===== config.mk =====
export PLATFORM = sky130hd
export DESIGN_NAME = collision_arbiter_flat
export DESIGN_NICKNAME = d
export VERILOG_FILES = /design/src/rtl/collision_arbiter_if.sv /design/src/rtl/collision_arbiter.sv /design/src/flat_wrapper.sv
export SDC_FILE = /design/constraint.sdc
export NUM_CORES = 1
export LEC_CHECK = 0
export CAP_MARGIN = 0
export CORE_MARGIN = 10
export CORE_UTILIZATION = 51
export CTS_CLUSTER_SIZE = 10
export DETAILED_ROUTE_END_ITERATION = 10
export PLACE_DENSITY_LB_ADDON = 0.15
export SYNTH_ARGS = -nofsm -noshare
export SYNTH_HDL_FRONTEND = slang
export SYNTH_SLANG_ARGS = --single-unit

===== constraint.sdc =====
create_clock -name clk -period 2.6 [get_ports clk]
set_input_delay 0.52 -clock clk [delete_from_list [all_inputs] [get_ports clk]]
set_output_delay 0.52 -clock clk [all_outputs]
set_load 0.005 [all_outputs]

===== src/rtl/collision_arbiter_if.sv =====
// Hit-request / collision-grant bundle between the playfield hit sources and the arbiter.
interface collision_arbiter_if #(
    parameter int NUM_REQ = 4,
    parameter int ID_W    = 2
);
    logic               startOfFrame;
    logic [NUM_REQ-1:0] hitReq;
    logic               grantValid;
    logic [ID_W-1:0]    grantId;
    logic [NUM_REQ-1:0] pendingMask;
    logic [7:0]         dropCount;

    modport master (
        output startOfFrame, hitReq,
        input  grantValid, grantId, pendingMask, dropCount
    );

    modport slave (
        input  startOfFrame, hitReq,
        output grantValid, grantId, pendingMask, dropCount
    );
endinterface


===== src/rtl/collision_arbiter.sv =====
// Per-frame collision hit arbiter with per-requester cooldown lockout.
// Define ROUND_ROBIN_EN for rotating priority; default is lowest-index-wins.
//
// state | meaning
// IDLE  | waiting for startOfFrame
// ARB   | startOfFrame cycle; winner picked from registered pend and registered
// GRANT | grantValid high for one cycle; startOfFrame here re-enters ARB
module collision_arbiter #(
    parameter int NUM_REQ         = 4,
    parameter int ID_W            = 2,
    parameter int COOLDOWN_FRAMES = 3
) (
    input  logic                 clk,
    input  logic                 resetN,
    collision_arbiter_if.slave   bus
);
    localparam logic [1:0] IDLE  = 2'd0;
    localparam logic [1:0] ARB   = 2'd1;
    localparam logic [1:0] GRANT = 2'd2;

    logic [1:0]         state_q, state_d, state_cur;
    logic [NUM_REQ-1:0] hit_prev_q;
    logic [NUM_REQ-1:0] pend_q, pend_d;
    logic [3:0]         cool_q [NUM_REQ];
    logic [3:0]         cool_d [NUM_REQ];
    logic [ID_W-1:0]    grant_id_q, grant_id_d;
    logic [7:0]         drop_cnt_q, drop_cnt_d;

    logic               any_pend;
    logic               grant_fire;
    logic [ID_W-1:0]    win_id;
    logic [NUM_REQ-1:0] win_oh, grant_oh;
    logic [NUM_REQ-1:0] edge_v, busy, accept, drop;

`ifdef ROUND_ROBIN_EN
    logic [ID_W-1:0]    ptr_q, ptr_d;
    logic               found;
    int                 idx;

    always_comb begin
        win_id = '0;
        win_oh = '0;
        found  = 1'b0;
        idx    = 0;
        for (int k = 1; k <= NUM_REQ; k++) begin
            idx = (int'(ptr_q) + k) % NUM_REQ;
            if (!found && pend_q[idx]) begin
                found       = 1'b1;
                win_id      = ID_W'(idx);
                win_oh[idx] = 1'b1;
            end
        end
    end
`else
    always_comb begin
        win_id = '0;
        win_oh = '0;
        for (int i = NUM_REQ - 1; i >= 0; i--) begin
            if (pend_q[i]) begin
                win_id    = ID_W'(i);
                win_oh    = '0;
                win_oh[i] = 1'b1;
            end
        end
    end
`endif

    assign any_pend  = |pend_q;
    assign state_cur = bus.startOfFrame ? ARB : state_q;

    always_comb begin
        state_d    = IDLE;
        grant_fire = 1'b0;
        case (state_cur)
            IDLE:    state_d = IDLE;
            ARB: begin
                grant_fire = any_pend;
                state_d    = any_pend ? GRANT : IDLE;
            end
            GRANT:   state_d = IDLE;
            default: state_d = IDLE;
        endcase
    end

    assign grant_oh = grant_fire ? win_oh : '0;

    // A requester is busy while still pending or locked out by its cooldown.
    always_comb begin
        edge_v = bus.hitReq & ~hit_prev_q;
        for (int i = 0; i < NUM_REQ; i++) begin
            busy[i] = pend_q[i] | (cool_q[i] != 4'd0);
        end
        drop   = edge_v & busy;
        accept = edge_v & ~busy & ~grant_oh;
        pend_d = (pend_q & ~grant_oh) | accept;
    end

    always_comb begin
        for (int i = 0; i < NUM_REQ; i++) begin
            cool_d[i] = cool_q[i];
            if (grant_oh[i]) begin
                cool_d[i] = 4'(COOLDOWN_FRAMES);
            end else if (bus.startOfFrame && cool_q[i] != 4'd0) begin
                cool_d[i] = cool_q[i] - 4'd1;
            end
        end
        drop_cnt_d = drop_cnt_q;
        if (|drop && drop_cnt_q != 8'hFF) begin
            drop_cnt_d = drop_cnt_q + 8'd1;
        end
        grant_id_d = grant_fire ? win_id : grant_id_q;
    end

`ifdef ROUND_ROBIN_EN
    assign ptr_d = grant_fire ? win_id : ptr_q;

    always_ff @(posedge clk or negedge resetN) begin
        if (!resetN) begin
            ptr_q <= ID_W'(NUM_REQ - 1);
        end else begin
            ptr_q <= ptr_d;
        end
    end
`endif

    always_ff @(posedge clk or negedge resetN) begin
        if (!resetN) begin
            state_q    <= IDLE;
            hit_prev_q <= '0;
            pend_q     <= '0;
            grant_id_q <= '0;
            drop_cnt_q <= '0;
            for (int i = 0; i < NUM_REQ; i++) begin
                cool_q[i] <= 4'd0;
            end
        end else begin
            state_q    <= state_d;
            hit_prev_q <= bus.hitReq;
            pend_q     <= pend_d;
            grant_id_q <= grant_id_d;
            drop_cnt_q <= drop_cnt_d;
            for (int i = 0; i < NUM_REQ; i++) begin
                cool_q[i] <= cool_d[i];
            end
        end
    end

    assign bus.grantValid  = (state_q == GRANT);
    assign bus.grantId     = grant_id_q;
    assign bus.pendingMask = pend_q;
    assign bus.dropCount   = drop_cnt_q;
endmodule


===== src/flat_wrapper.sv =====
// flat-port wrapper written by rule: the top's interface ports become plain ports
module collision_arbiter_flat 
#(
    parameter int NUM_REQ         = 4,
    parameter int ID_W            = 2,
    parameter int COOLDOWN_FRAMES = 3
)
  (clk, resetN, bus_startOfFrame, bus_hitReq, bus_grantValid, bus_grantId, bus_pendingMask, bus_dropCount);
  collision_arbiter_if #(.NUM_REQ(NUM_REQ), .ID_W(ID_W)) bus_i ();
  input  logic clk;
  input  logic resetN;
  input wire logic [$bits(bus_i.startOfFrame)-1:0] bus_startOfFrame;
  input wire logic [$bits(bus_i.hitReq)-1:0] bus_hitReq;
  output wire logic [$bits(bus_i.grantValid)-1:0] bus_grantValid;
  output wire logic [$bits(bus_i.grantId)-1:0] bus_grantId;
  output wire logic [$bits(bus_i.pendingMask)-1:0] bus_pendingMask;
  output wire logic [$bits(bus_i.dropCount)-1:0] bus_dropCount;
  assign bus_i.startOfFrame = bus_startOfFrame;
  assign bus_i.hitReq = bus_hitReq;
  assign bus_grantValid = bus_i.grantValid;
  assign bus_grantId = bus_i.grantId;
  assign bus_pendingMask = bus_i.pendingMask;
  assign bus_dropCount = bus_i.dropCount;
  collision_arbiter #(.NUM_REQ(NUM_REQ), .ID_W(ID_W), .COOLDOWN_FRAMES(COOLDOWN_FRAMES)) u_core (.clk(clk), .resetN(resetN), .bus(bus_i));
endmodule

=== Word level (Yosys, flattened, before mapping) ===
Cells that the tools add are included.

* Logic and storage cells: 66
* Output and inout port bits: 15
* Input port bits: 7
* Register bits after elaboration: 36

* Bitwise logic cells: 13
* Multiplexer cells: 21
* Reduce and logical (&&, ||, !) cells: 15
* Eq/ne operators: 3
* Add/subtract/negate cells: 5

{| class="wikitable"
|+ Operators by type and width
! cell !! count
|-
| two-way mux 4 bit || 13
|-
| bitwise AND 4 bit || 5
|-
| nonzero test 4 bit || 4
|-
| subtractor 4 x 1 -> 4 bit, second input constant || 4
|-
| two-way mux 2 bit || 7
|-
| NOT 4 bit || 3
|-
| adder 8 x 1 -> 8 bit, second input constant || 1
|-
| inequality test 8 bit, second input constant || 1
|-
| nonzero test 2 bit || 4
|-
| OR reduction 4 bit || 2
|-
| logical AND 1 bit || 5
|-
| OR 1 bit || 4
|-
| OR 4 bit || 1
|-
| equality test 2 x 1 -> 1 bit, second input constant || 1
|-
| equality test 2 bit, second input constant || 1
|-
| two-way mux 1 bit || 1
|}

=== Depth between registers and ports, before layout ===
* Word-level depth: 8
* Depth in mapped cells: 7
* Gate-level depth less buffers: 7

=== Least setup slack after synthesis ===
No wires, ideal clock.

* Path type: reg2reg
* Start: register u_core.cool_q[12] (netlist bit)
* End: register u_core.drop_cnt_q[1], in the netlist u_core.bus.dropCount[1]
* Setup time: 125 ps
* Clock period less this slack: 1941 ps
* Slack: 659 ps
* Arrival time: 1815 ps
* Cell stages (with the launch flop): 8
* Required time: 2475 ps
* Cell sequence: dfrtp_1 inv_1 ha_1 nor3b_4 nand2_2 a221oi_4 or2_4 mux2_4

* Cells in the longest elaborated chain, start to end: 5

{| class="wikitable"
|+ RTL lines
! element !! RTL line !! text
|-
| start, declared || collision_arbiter.sv:24 || <nowiki>logic [3:0] cool_q [NUM_REQ];</nowiki>
|-
| start signal, assigned by index || collision_arbiter.sv:143 || <nowiki>cool_q[i] <= cool_d[i];</nowiki>
|-
| nonzero test 4 bit || collision_arbiter.sv:91 || <nowiki>busy[i] = pend_q[i] | (cool_q[i] != 4'd0);</nowiki>
|-
| OR 1 bit || collision_arbiter.sv:91 ||
|-
| bitwise AND 4 bit || collision_arbiter.sv:93 || <nowiki>drop = edge_v & busy;</nowiki>
|-
| OR reduction 4 bit || collision_arbiter.sv:108 || <nowiki>if (|drop && drop_cnt_q != 8'hFF) begin</nowiki>
|-
| logical AND 1 bit || collision_arbiter.sv:108 ||
|-
| end signal, assigned || collision_arbiter.sv:141 || <nowiki>drop_cnt_q <= drop_cnt_d;</nowiki>
|-
| end, declared || collision_arbiter.sv:27 || <nowiki>logic [7:0] drop_cnt_q, drop_cnt_d;</nowiki>
|}

Every way passes these cells.
A chain may end at the register's enable or synchronous reset.

=== Worst setup path in the final report ===
Ends and elaborated chain as after synthesis.

==> results.py <==
metrics = {
    "clocking": {
        "clock_path_buffers": 2,
        "path_clk_slew_ps": 110,
        "htree_levels": 2,
        "ctsHoldBuffers": 0,
        "cts_buffers": 5,
        "cts.sinks": 35,
        "cts_tree": "done",
        "clock_latency_ps": 340,
        "cts-root-buf": "clkbuf_4",
        "cts_setup_buffers": 0,
        "cts_resized": 0,
    },
    "place": {
        "io_buffers": 21,
        "place_congestion": 0.791,
        "hpwl_mm": 2.55,
    },
    "worst_setup_path": {
        "r2r-end": "u_core.bus.dropCount[1]$_DFFE_PN0P_",
        "startpoint": "u_core.cool_q[12]$_DFFE_PN0P_",
        "max_stage_delay_ps": 430,
        "critPathLaunchType": "register",
        "critPathCaptureType": "register",
        "path_class": "reg2reg",
        "reg2regPathDepth": 7,
        "crit_fanout": 7,
        "r2r_slack_ps": 500,
        "worstPathRequired_ps": 2840,
        "cp_cell_sequence": "inv_1 > ha_1 > nor3b_4 > nand2_2 > a221oi_4 > or2_4 > mux2_4",
        "r2r_start": "u_core.cool_q[12]$_DFFE_PN0P_",
        "critPathArrivalTime_ps": 2350,
        "slowest_stage": "a221oi_4",
        "cp-endpoint": "u_core.bus.dropCount[1]$_DFFE_PN0P_",
    },
    "global_route": {
        "grt_antenna_before_repair": 0,
        "overflow": 0,
        "track_usage_pct": 12.0,
        "grt_pass1_wl_mm": 6.11,
        "grt_pass1_vias": 1337,
        "grt_max_degree": 36,
    },
    "synth": {
        "syn-cell-area_um2": 1790,
        "syn_nets": 185,
        "syn_area_per_cell_um2": 10.4,
        "synth_top_area_share_pct": 49.0,
        "synth_top_area_cell": "dfrtp_1",
        "syn_inst": 172,
        "yosysWarnings": 0,
        "netlist_top_cells_area": "dfrtp_1 (49%), ha_1 (4.2%), a21oi_1 (3.4%)",
        "ys_types": 40,
        "synthArstFlopShare_pct": 100,
        "ys_ff_latch": 35,
        "synth-edff-count": 0,
        "synthFlopType": "dfrtp_1",
        "ys_seq_area_share_pct": 49.0,
    },
    "power": {
        "p_leak_nw": 0.914,
        "p_per_area_nw_per_um2": 1060,
        "ir_drop_uv": 569,
    },
    "finish": {
        "diodes": 0,
        "syn_to_final_growth_pct": 18.0,
        "drive_gt1_share_pct": 10.6,
        "final_common_cell": "dfrtp_1",
        "final_nets": 211,
        "final_cell_mix": "dfrtp_1 (35), clkdlybuf4s50_1 (21), inv_1 (13), a21oi_1 (12), nand2_1 (11)",
        "num-fill-cells": 307,
    },
    "die": {
        "ioPinCount": 22,
        "die_area_um2": 6280,
        "core_area_um2": 3360,
        "start_util_pct": 53.2,
        "rows": 21,
        "chipWidth_um": 79.2,
        "die_y_um": 79.2,
    },
    "worst_hold_path": {
        "worstHoldStart": "u_core.bus.grantId[1]$_DFFE_PN0N_",
        "hp-class": "reg2reg",
    },
    "timing": {
        "worstMarginPinSlew_ps": 545,
        "finalSetupViolations": 0,
        "hold_violations": 0,
        "fmax_mhz": 475,
        "min_period_over_period_pct": 80.9,
        "rsz0062_at_grt": "no",
        "period_minus_slack_ps": 2100,
        "maxSlewHeadroom_pct": 63.6,
        "whs_ps": 497,
        "drv_slew": 0,
        "final.setup_skew_ps": 7.70,
        "setup_tns_ps": 0,
    },
    "detailed_routing": {
        "via_count": 1324,
        "postRouteAntennaNets": 0,
        "drt-total-wl_mm": 3.55,
        "post_drt_via_cell_ratio": 5.40,
        "drtPass1Iterations": 4,
        "wl_per_cell_um": 14.5,
        "initialDrtViolationCount": 124,
        "drc": 0,
    },
    "run_status": {
        "status": "finished, final reports clean",
    },
    "run": {
        "maxCapViolations": 0,
    },
}
[flip-flops by register name, summed over array words and instances, names as in the netlist]
name                    flops
u_core.hit_prev_q           4
u_core.bus.grantId          2
u_core.state_q              1
u_core.bus.pendingMask      4
u_core.cool_q              16
u_core.bus.dropCount        8
[synthesized netlist by cell type (all sizes together) (3+ instances only)]
cell type,count
o21a,4
a21oi,12
nand3,6
nor4b,3
nor2,9
inv,14
ha,6
nand2,12
nor2b,3
clkbuf,4
dfrtp,35
o21ai,11
xnor2,3
nor3,5
xor2,6
nand2b,7
nor3b,6
nor4,3
[worst min path at each step]
stage,depth (start not counted),to
floorplan,0,u_core.bus.dropCount[0]$_DFFE_PN0P_
global placement,1,u_core.bus.grantId[1]$_DFFE_PN0N_
detailed placement,1,u_core.bus.grantId[1]$_DFFE_PN0N_
CTS,1,u_core.bus.grantId[1]$_DFFE_PN0N_
global route,1,u_core.bus.dropCount[4]$_DFFE_PN0P_
finish,1,u_core.bus.grantId[1]$_DFFE_PN0N_
[power breakdown]
part / total (mW) / internal, mW / switching, mW
registers: 1.02 / 0.762 / 0.256
logic: 0.937 / 0.527 / 0.409
clock network: 0.291 / 0.104 / 0.187
total: 2.25 / 1.39 / 0.852
[metal layers]
layer  routed length [um]  GRT usage [%]
met4                   29           4.30
met5                    0              0
met1                 1590           14.1
met3                  204           5.29
met2                 1730           19.0
[cells by family (layout without fill, tap and decap cells)]
logic type,count (synthesis),in the layout,synth area share (%)
AND/OR/NAND/NOR,62,62,21.5
AO/OA/AOI/OAI,40,40,15.5
flip-flops,35,35,49.0
buffers and inverters,18,45,3.78
XOR/XNOR,9,9,4.41
adder cells (fa/ha/maj),6,6,4.20
multiplexers,2,2,1.68
[worst max-delay path: cells and delay by family, from the launching register on]
kind            cells  cell delay [ps]
simple gates        3              620
flops               1              420
compound gates      1              430
buf+inv             1               70
mux                 1              290
fa+ha+maj           1              190
[area by class of cell]
class / count / area, um2 / share of cell area [%]
inverter: 14 / 52.6 / 2.49
multi-input combinational: 119 / 846 / 40.1
clock inverter: 2 / 12.5 / 0.593
sequential: 35 / 876 / 41.5
clock buffer: 6 / 41.3 / 1.96
tap: 46 / 57.6 / 2.73
timing repair buffer: 23 / 225 / 10.7
[stage by stage]
stage,setup slack [ps],power (mW),std cells,area [um2],util [%]
3_5_place_dp,338,1.97,237,2060,61.2
4_1_cts,477,2.27,245,2110,62.8
6_report,496,2.25,245,2110,62.8
3_3_place_gp,374,1.91,237,2060,61.2
2_1_floorplan,659,1.57,172,1790,-
5_1_grt,300,2.43,245,2110,62.8
(Power assumes the default switching activity.)
